==> config.mk <==
export PLATFORM = sky130hd
export DESIGN_NAME = stream_demux_1x2
export DESIGN_NICKNAME = d
export VERILOG_FILES = /design/src/rtl/stream_pkg.sv /design/src/rtl/demux_out_fifo.sv /design/src/rtl/stream_demux_1x2.sv
export SDC_FILE = /design/constraint.sdc
export NUM_CORES = 1
export LEC_CHECK = 0
export ABC_AREA = 1
export CAP_MARGIN = 0
export CORE_ASPECT_RATIO = 0.5
export CORE_UTILIZATION = 48
export DETAILED_ROUTE_END_ITERATION = 10
export GPL_TIMING_DRIVEN = 1
export PLACE_DENSITY = 0.81
export SKIP_CTS_REPAIR_TIMING = 1
export SYNTH_ARGS = -nofsm -noshare
export SYNTH_HDL_FRONTEND = slang
export SYNTH_SLANG_ARGS = --single-unit
export TNS_END_PERCENT = 5
==> constraint.sdc <==
create_clock -name Clk -period 2.36 [get_ports Clk]
set_input_delay 0.236 -clock Clk [delete_from_list [all_inputs] [get_ports Clk]]
set_output_delay 0.236 -clock Clk [all_outputs]
set_load 0.03 [all_outputs]
==> src/rtl/stream_pkg.sv <==
// Shared definitions for the stream demux slice.
//   DATA_W    : default data width of a stream word
//   clog2()   : constant-foldable log2 used to size pointers
//   in_beat_t : one input beat, a data word plus its output select
package stream_pkg;

  localparam int DATA_W = 32;

  // Usable inside parameter and localparam expressions.
  function automatic int clog2(input int value);
    int r;
    r = 0;
    while ((1 << r) < value) r++;
    return r;
  endfunction

  typedef struct packed {
    logic [DATA_W-1:0] data;
    logic              sel;
  } in_beat_t;

endpackage

==> src/rtl/demux_out_fifo.sv <==
// Per-output queue of the stream demux.
//   clk, rst_n : clock, async active-low reset
//   push       : write push_data at the tail (ignored when full)
//   push_data  : word to enqueue
//   pop        : advance the head (ignored when empty)
//   full/empty : occupancy flags, derived from registered state only
//   head       : current head word; holds the last head once drained
module demux_out_fifo
  import stream_pkg::*;
#(
  parameter int WIDTH = DATA_W,
  parameter int DEPTH = 2
) (
  input  logic             clk,
  input  logic             rst_n,
  input  logic             push,
  input  logic [WIDTH-1:0] push_data,
  input  logic             pop,
  output logic             full,
  output logic             empty,
  output logic [WIDTH-1:0] head
);

  localparam int AW = clog2(DEPTH);
  localparam logic [AW:0] OCC_ONE  = (AW+1)'(1);
  localparam logic [AW:0] OCC_FULL = (AW+1)'(DEPTH);

  logic [DEPTH-1:0][WIDTH-1:0] mem;
  logic [AW-1:0]               rd_ptr, wr_ptr;
  logic [AW:0]                 occ;
  logic [WIDTH-1:0]            head_q;
  logic                        do_push, do_pop;

  assign full    = (occ == OCC_FULL);
  assign empty   = (occ == '0);
  assign do_push = push & ~full;
  assign do_pop  = pop & ~empty;
  assign head    = head_q;

  always_ff @(posedge clk or negedge rst_n) begin
    if (!rst_n) begin
      mem    <= '0;
      rd_ptr <= '0;
      wr_ptr <= '0;
      occ    <= '0;
      head_q <= '0;
    end else begin
      if (do_push) begin
        mem[wr_ptr] <= push_data;
        wr_ptr      <= wr_ptr + 1'b1;
      end
      if (do_pop) rd_ptr <= rd_ptr + 1'b1;

      case ({do_push, do_pop})
        2'b10:   occ <= occ + 1'b1;
        2'b01:   occ <= occ - 1'b1;
        default: occ <= occ;
      endcase

      // head is a register so it keeps the last word shown after draining
      // rather than exposing a stale memory slot.
      if (do_pop) begin
        if (occ > OCC_ONE)  head_q <= mem[rd_ptr + 1'b1];
        else if (do_push)   head_q <= push_data;
      end else if (do_push && empty) begin
        head_q <= push_data;
      end
    end
  end

endmodule

==> src/rtl/stream_demux_1x2.sv <==
// 1-to-2 valid/ready stream demux with a small queue per output.
//   Clk, Reset_n         : clock, async active-low reset
//   In_Data/Sel/Valid    : input beat; Sel picks output 0 or 1
//   In_Ready             : selected queue has room (registered state only)
//   OutX_Data/Valid      : head of queue X / queue X non-empty
//   OutX_Ready           : consumer X takes the head
//   Cnt0/Cnt1            : wrapping count of words accepted for each output
module stream_demux_1x2
  import stream_pkg::*;
#(
  parameter int WIDTH = DATA_W,
  parameter int DEPTH = 2,
  parameter int CNT_W = 16
) (
  input  logic             Clk,
  input  logic             Reset_n,
  input  logic [WIDTH-1:0] In_Data,
  input  logic             In_Sel,
  input  logic             In_Valid,
  output logic             In_Ready,
  output logic [WIDTH-1:0] Out0_Data,
  output logic             Out0_Valid,
  input  logic             Out0_Ready,
  output logic [WIDTH-1:0] Out1_Data,
  output logic             Out1_Valid,
  input  logic             Out1_Ready,
  output logic [CNT_W-1:0] Cnt0,
  output logic [CNT_W-1:0] Cnt1
);

  localparam int NUM_OUT = 2;

  logic [NUM_OUT-1:0]            push, pop, full, empty, rdy_out;
  logic [NUM_OUT-1:0][WIDTH-1:0] head;
  logic [NUM_OUT-1:0][CNT_W-1:0] cnt;
  logic                          accept;

  // Gated by Reset_n so nothing is taken while reset is held.
  assign In_Ready = Reset_n & ~full[In_Sel];
  assign accept   = In_Valid & In_Ready;
  assign rdy_out  = {Out1_Ready, Out0_Ready};

  for (genvar i = 0; i < NUM_OUT; i++) begin : g_out
    assign push[i] = accept & (In_Sel == 1'(i));
    assign pop[i]  = ~empty[i] & rdy_out[i];

    demux_out_fifo #(.WIDTH(WIDTH), .DEPTH(DEPTH)) u_fifo (
      .clk       (Clk),
      .rst_n     (Reset_n),
      .push      (push[i]),
      .push_data (In_Data),
      .pop       (pop[i]),
      .full      (full[i]),
      .empty     (empty[i]),
      .head      (head[i])
    );

    always_ff @(posedge Clk or negedge Reset_n) begin
      if (!Reset_n)     cnt[i] <= '0;
      else if (push[i]) cnt[i] <= cnt[i] + 1'b1;
    end
  end

  assign Out0_Data  = head[0];
  assign Out1_Data  = head[1];
  assign Out0_Valid = ~empty[0];
  assign Out1_Valid = ~empty[1];
  assign Cnt0       = cnt[0];
  assign Cnt1       = cnt[1];

endmodule

# Word-level counts from Yosys, hierarchy flattened
# Cells that the tools add are included.
op_classes:
  addsub: 10
  magnitude_cmp: 9
  n_eq_ne: 8
  mux: 22
  n_bitwise: 16
  n_reduce_logical: 12
ops:
  columns: ["cell", "n"]
  rows:
  - ["2-to-1 mux 32 bit", 14]
  - ["bitwise mux 64 bit", 2]
  - ["demux 32 bit (select 1 bit)", 2]
  - ["adder 16 x 1 -> 16 bit, second input constant", 2]
  - ["bitwise AND 1 bit", 10]
  - ["< comparator 1 x 2 -> 1 bit, second input constant", 5]
  - ["equality test 2 bit, second input constant", 4]
  - ["one-hot mux 2 bit (2 select lines)", 2]
  - ["nonzero test 2 bit", 4]
  - ["!= test 3 x 2 -> 1 bit, second input constant", 2]
  - ["NOT 1 bit", 6]
  - ["adder 1 bit, second input constant", 4]
  - ["adder 2 x 1 -> 2 bit, second input constant", 2]
  - ["equality test 2 x 1 -> 1 bit, second input constant", 2]
  - ["greater-than comparator 2 x 1 -> 1 bit, second input constant", 2]
  - ["logical AND 1 bit", 4]
  - ["logical NOT 2 bit", 2]
  - ["AND reduction 2 bit", 2]
  - ["subtractor 2 x 1 -> 2 bit, second input constant", 2]
  - ["greater-or-equal comparator 1 bit, second input constant", 2]
  - ["2-to-1 mux 1 bit", 2]
word_totals:
  reg_bits: 232
  wordCells: 91

# Logic depth before layout (Yosys ltp)
depth:
  word_depth: 11
  depth_mapped: 12
  mapped_depth_nobuf: 10

# By module
# From an unflattened synthesis, not the netlist that was laid out.
unflattened:
  hier_cells: 1489
  hier_area_um2: 11329.6
by_module_without_submodules:
  columns: ["mod", "n_inst", "cells_per_inst", "area_per_inst_um2"]
  rows:
  - ["demux_out_fifo", 2, 612, 4718.3]
  - ["stream_demux_1x2", 1, 265, 1893.1]

# Worst setup path after synthesis
# Ideal clock, no wire load.
synth_timing:
  path_type: "register to register"
  from: "reg g_out[1].u_fifo.occ[0]"
  to: "reg g_out[1].u_fifo.occ[1]"
  setup_time_ps: 127
  arrival_time_ps: 1840
  required_time_ps: 2233
  path_slack_ps: 393
  path_stages_with_launch: 11
  synth_period_minus_slack_ps: 1967
  cell_sequence: "dfrtp_1 -> inv_1 -> ha_1 -> nand2_1 -> nand2_1 -> nor2_4 -> nand3_4 -> clkbuf_1 -> ha_1 -> nand2_1 -> o21ai_0"
synth_between:
  elab_chain_len: 10
  elab_cells_between_ends: 19
synth_rtl:
  columns: ["item", "line", "text"]
  rows:
  - ["from (decl)", "demux_out_fifo.sv:30", "logic [AW:0] occ;"]
  - ["from (signal assigned)", "demux_out_fifo.sv:55", "2'b10: occ <= occ + 1'b1;"]
  - ["from (signal assigned)", "demux_out_fifo.sv:56", "2'b01: occ <= occ - 1'b1;"]
  - ["equality test 2 bit *", "demux_out_fifo.sv:34", "assign full = (occ == OCC_FULL);"]
  - ["2-to-1 mux 1 bit (implied by the code) * (2 in a row)", "stream_demux_1x2.sv:39", "assign In_Ready = Reset_n & ~full[In_Sel];"]
  - ["NOT 1 bit *", "stream_demux_1x2.sv:39", null]
  - ["bitwise AND 1 bit *", "stream_demux_1x2.sv:39", null]
  - ["net In_Ready", "stream_demux_1x2.sv:20", "output logic In_Ready,"]
  - ["bitwise AND 1 bit *", "stream_demux_1x2.sv:40", "assign accept = In_Valid & In_Ready;"]
  - ["bitwise AND 1 bit *", "stream_demux_1x2.sv:44", "assign push[i] = accept & (In_Sel == 1'(i));"]
  - ["bitwise AND 1 bit *", "demux_out_fifo.sv:36", "assign do_push = push & ~full;"]
  - ["equality test 2 x 1 -> 1 bit / equality test 2 bit (equally long branches)", "demux_out_fifo.sv:54", "case ({do_push, do_pop})"]
  - ["one-hot mux 2 bit (2 select lines) / nonzero test 2 bit (equally long branches)", null, null]
# Mark *: on every way through the listed nets, which the timed path passes. The rest lies on a longest branch. The select of a mux whose other input is x is not followed.
# A chain may end at the register's enable or synchronous reset.

# Final worst setup path
layout_timing:
  from: "reg g_out[1].u_fifo.occ[0]"
  to: "out Out1_Valid"
layout_between:
  elab_chain_len: 2
layout_rtl:
  columns: ["item", "line", "text"]
  rows:
  - ["logical NOT 2 bit", "demux_out_fifo.sv:35", "assign empty = (occ == '0);"]
  - ["NOT 1 bit", "stream_demux_1x2.sv:67", "assign Out1_Valid = ~empty[1];"]
  - ["to (decl)", "stream_demux_1x2.sv:25", "output logic Out1_Valid,"]
# Every way passes these cells.

==> qor.csv <==
metric,value,unit
status,finished clean,
met3 GRT Util,4.407,%
asr flop ratio synth,100.0,%
final worst slack,154.5,ps
Layout Utilization,60.77,%
"Slew Viols, Final",0,
Final Cycle Share,93.45,%
Synth Flop Type,dfrtp_1,
CP max stage delay,660,ps
Post-synth EDFFs,0,
Clock Tree Root,clkbuf_16,
internal power,10.62,mW
pre-CTS WS,74.41,ps
GR Util met2,41.39,%
share of cells above drive strength 1,5.722,%
WP buf/inv,3,
Sw Pwr,7.568,mW
clock skew,31.96,ps
synth warn,0,
core area,22010,um^2
minimum clock period,2205,ps
# clock sinks,232,
switching share of power,41.60,%
CP max FO,3,
synthesized area per cell,7.759,um^2
capturing element type of the critical path,primary output,
cell count after synthesis,1414,
"Net Count, Synth",1462,
Least-Margin Pin Slew,689.4,ps
Die X,215.8,um
GP Congestion,0.8475,
grt met1 use,32.48,%
Crit Path Class,reg -> out,
Fill cells,1838,
initial antenna violation count,0,
via count,9808,
VDD IR max,0.0006178,V
final setup TNS,0,ps
"wirelength, routed",28750,um
clk buf depth,3,
synth unique cells,26,
Hold Crit Class,in -> async,
crit path DAT,1970,ps
Worst R2R Start,g_out[1].u_fifo.occ[0],
Row Count,38,
GRT Total Usage,24.42,%
worst skew pair latency,530,ps
Vias/cell,5.336,
1st-iter DRT viols,767,
fmax,453.4,MHz
hold slack,143.3,ps
Flop pwr share,38.6,%
DR WL/cell,15.64,um
"Top cell by count, worst path",inv_1,
"flops & latches, synth",232,
final setup fails,0,
reg2reg path depth,10,
"Seq/Total Area, Yosys",52.92,%
HPWL Detailed,17960,um
I/O Buffers,136,
worst rel slew slack,54.04,%
Starting Density,49.84,%
unrepaired setup endpoints after global routing,false,
# Max-Cap Violations,0,
most frequent cells in the layout,"nand2_1, dfrtp_1, o21ai_0, clkdlybuf4s50_1, inv_1",
"Slowest-stage cell, CP",clkdlybuf4s50_1,
n_diodes,0,
Leak Pwr,6.531,nW
"most common cell after layout, fill and taps aside",nand2_1,
critical path's top delay family,buffers and inverters,
Non-Filler Instances,1838,
post-synthesis cell area,10970,um^2
Layout Nets,1570,
crit path launch type,flop,
H-tree levels,1,
area delta synth->final,21.93,%
number of remaining DRC errors,0,
pin count of the biggest net entering global routing,116,
die footprint,23500,um^2
first drt pass iteration count,6,
vias in the first global route,9442,
clock-pin slew on the worst setup and hold paths,70,ps
Power Density,1360,nW/um^2
total congestion overflow,0,
Final Hold Fails,0,
CP required,2120,ps
CTS tree,yes,
TritonCTS buffer count,22,
DRT antenna net count,0,
global-route wire length before repair,46560,um
Cells after DPL,1797,
CP cell instances,inv_1 > ha_1 > inv_1 > clkdlybuf4s50_1,
Reg2Reg Setup Slack,230,ps
worst r2r dst,g_out[0].u_fifo.head[11],
Clk pwr share,19.5,%
Die Y-Extent,108.9,um
Ports,137,
Combinational Power Share,41.9,%
grt peak-use layer,met2,
-- area by class of cell --
cell class                 instances  area [um^2]  share of cell area, %
multi-input combinational       1025         4521                  33.79
tap                              300        375.4                  2.806
timing repair buffer             163         1662                  12.42
clock buffer                      28        613.1                  4.583
clock inverter                    12        105.1                 0.7857
inverter                          78        295.3                  2.207
sequential                       232         5806                  43.40
-- registers in the layout, indices dropped and copies added (netlist names) --
signal / cells
g_out.u_fifo.wr_ptr: 2
g_out.u_fifo.head: 64
Cnt1: 16
g_out.u_fifo.rd_ptr: 2
Cnt0: 16
g_out.u_fifo.occ: 4
g_out.u_fifo.mem: 128
-- power by group through the flow --
stage          registers, mW  clock network, mW  logic, mW
2_1_floorplan           8.02                  0       3.66
3_3_place_gp            6.94                  0       7.28
3_5_place_dp            7.03                  0       7.56
4_1_cts                 7.00               3.58       7.64
5_1_grt                 7.21               3.75       8.38
6_report                7.02               3.54       7.63
-- worst reg2reg max path, stage by stage (launching register included) --
cell	delay, ps
dfrtp_1	420
inv_1	80
ha_1	200
nand2_1	100
nand2_1	100
nor2_4	150
nand3_2	160
nand2_1	130
buf_4	390
nand3_1	190
nand2_1	110
-- cell families (layout without fill, tap and decap cells) --
| logic type | count (synthesis) | in the layout | share of synthesized area (%) |
|---|---|---|---|
| and+or+nand+nor | 784 | 784 | 28.43 |
| DFF | 232 | 232 | 52.92 |
| AOI/OAI and AO/OA | 216 | 216 | 10.20 |
| buffers and inverters | 157 | 281 | 6.113 |
| xor gates and xnor gates | 15 | 15 | 1.198 |
| adders and majority gates | 10 | 10 | 1.141 |
-- routing by layer --
layer  vias to the layer above  part of all wire (%)
met1                      4775                    45
met5                         -                     0
li1                       4699                     -
met4                         0                   1.9
met2                       281                    48
met3                        53                   5.9
-- cell usage after synthesis, types with 6 or more instances --
master    count  area share [%]
nand2_1     645              22
dfrtp_1     232              53
o21ai_0     139             6.3
inv_1        76             2.6
nand3_1      74             3.4
o21ai_1      67             3.1
nor2_1       41             1.4
clkbuf_1     38             1.3
buf_2        33             1.5
nand4_1      13            0.74
ha_1         10             1.1
o21ai_2      10            0.80
xor2_1        9            0.72
xnor2_1       6            0.48
-- worst max-delay path by stage --
stage / from / end / depth (start not counted)
after global placement: In_Sel / g_out[1].u_fifo.mem[50] / 8
after detailed placement: In_Sel / g_out[1].u_fifo.mem[46] / 7
final: g_out[1].u_fifo.occ[0] / Out1_Valid / 4
after floorplan: g_out[1].u_fifo.occ[0] / g_out[1].u_fifo.occ[1] / 10
after CTS: g_out[1].u_fifo.occ[0] / In_Ready / 6
after global routing: g_out[0].u_fifo.occ[0] / Out0_Valid / 4
-- through the flow --
step,total power [mW],cell area (um^2)
after global placement,14.23,12640
after detailed placement,14.59,12640
final,18.19,13380
after floorplan,11.68,10970
after CTS,18.22,13360
after global routing,19.34,13380
No activity file was read; power rests on OpenSTA's default activity.
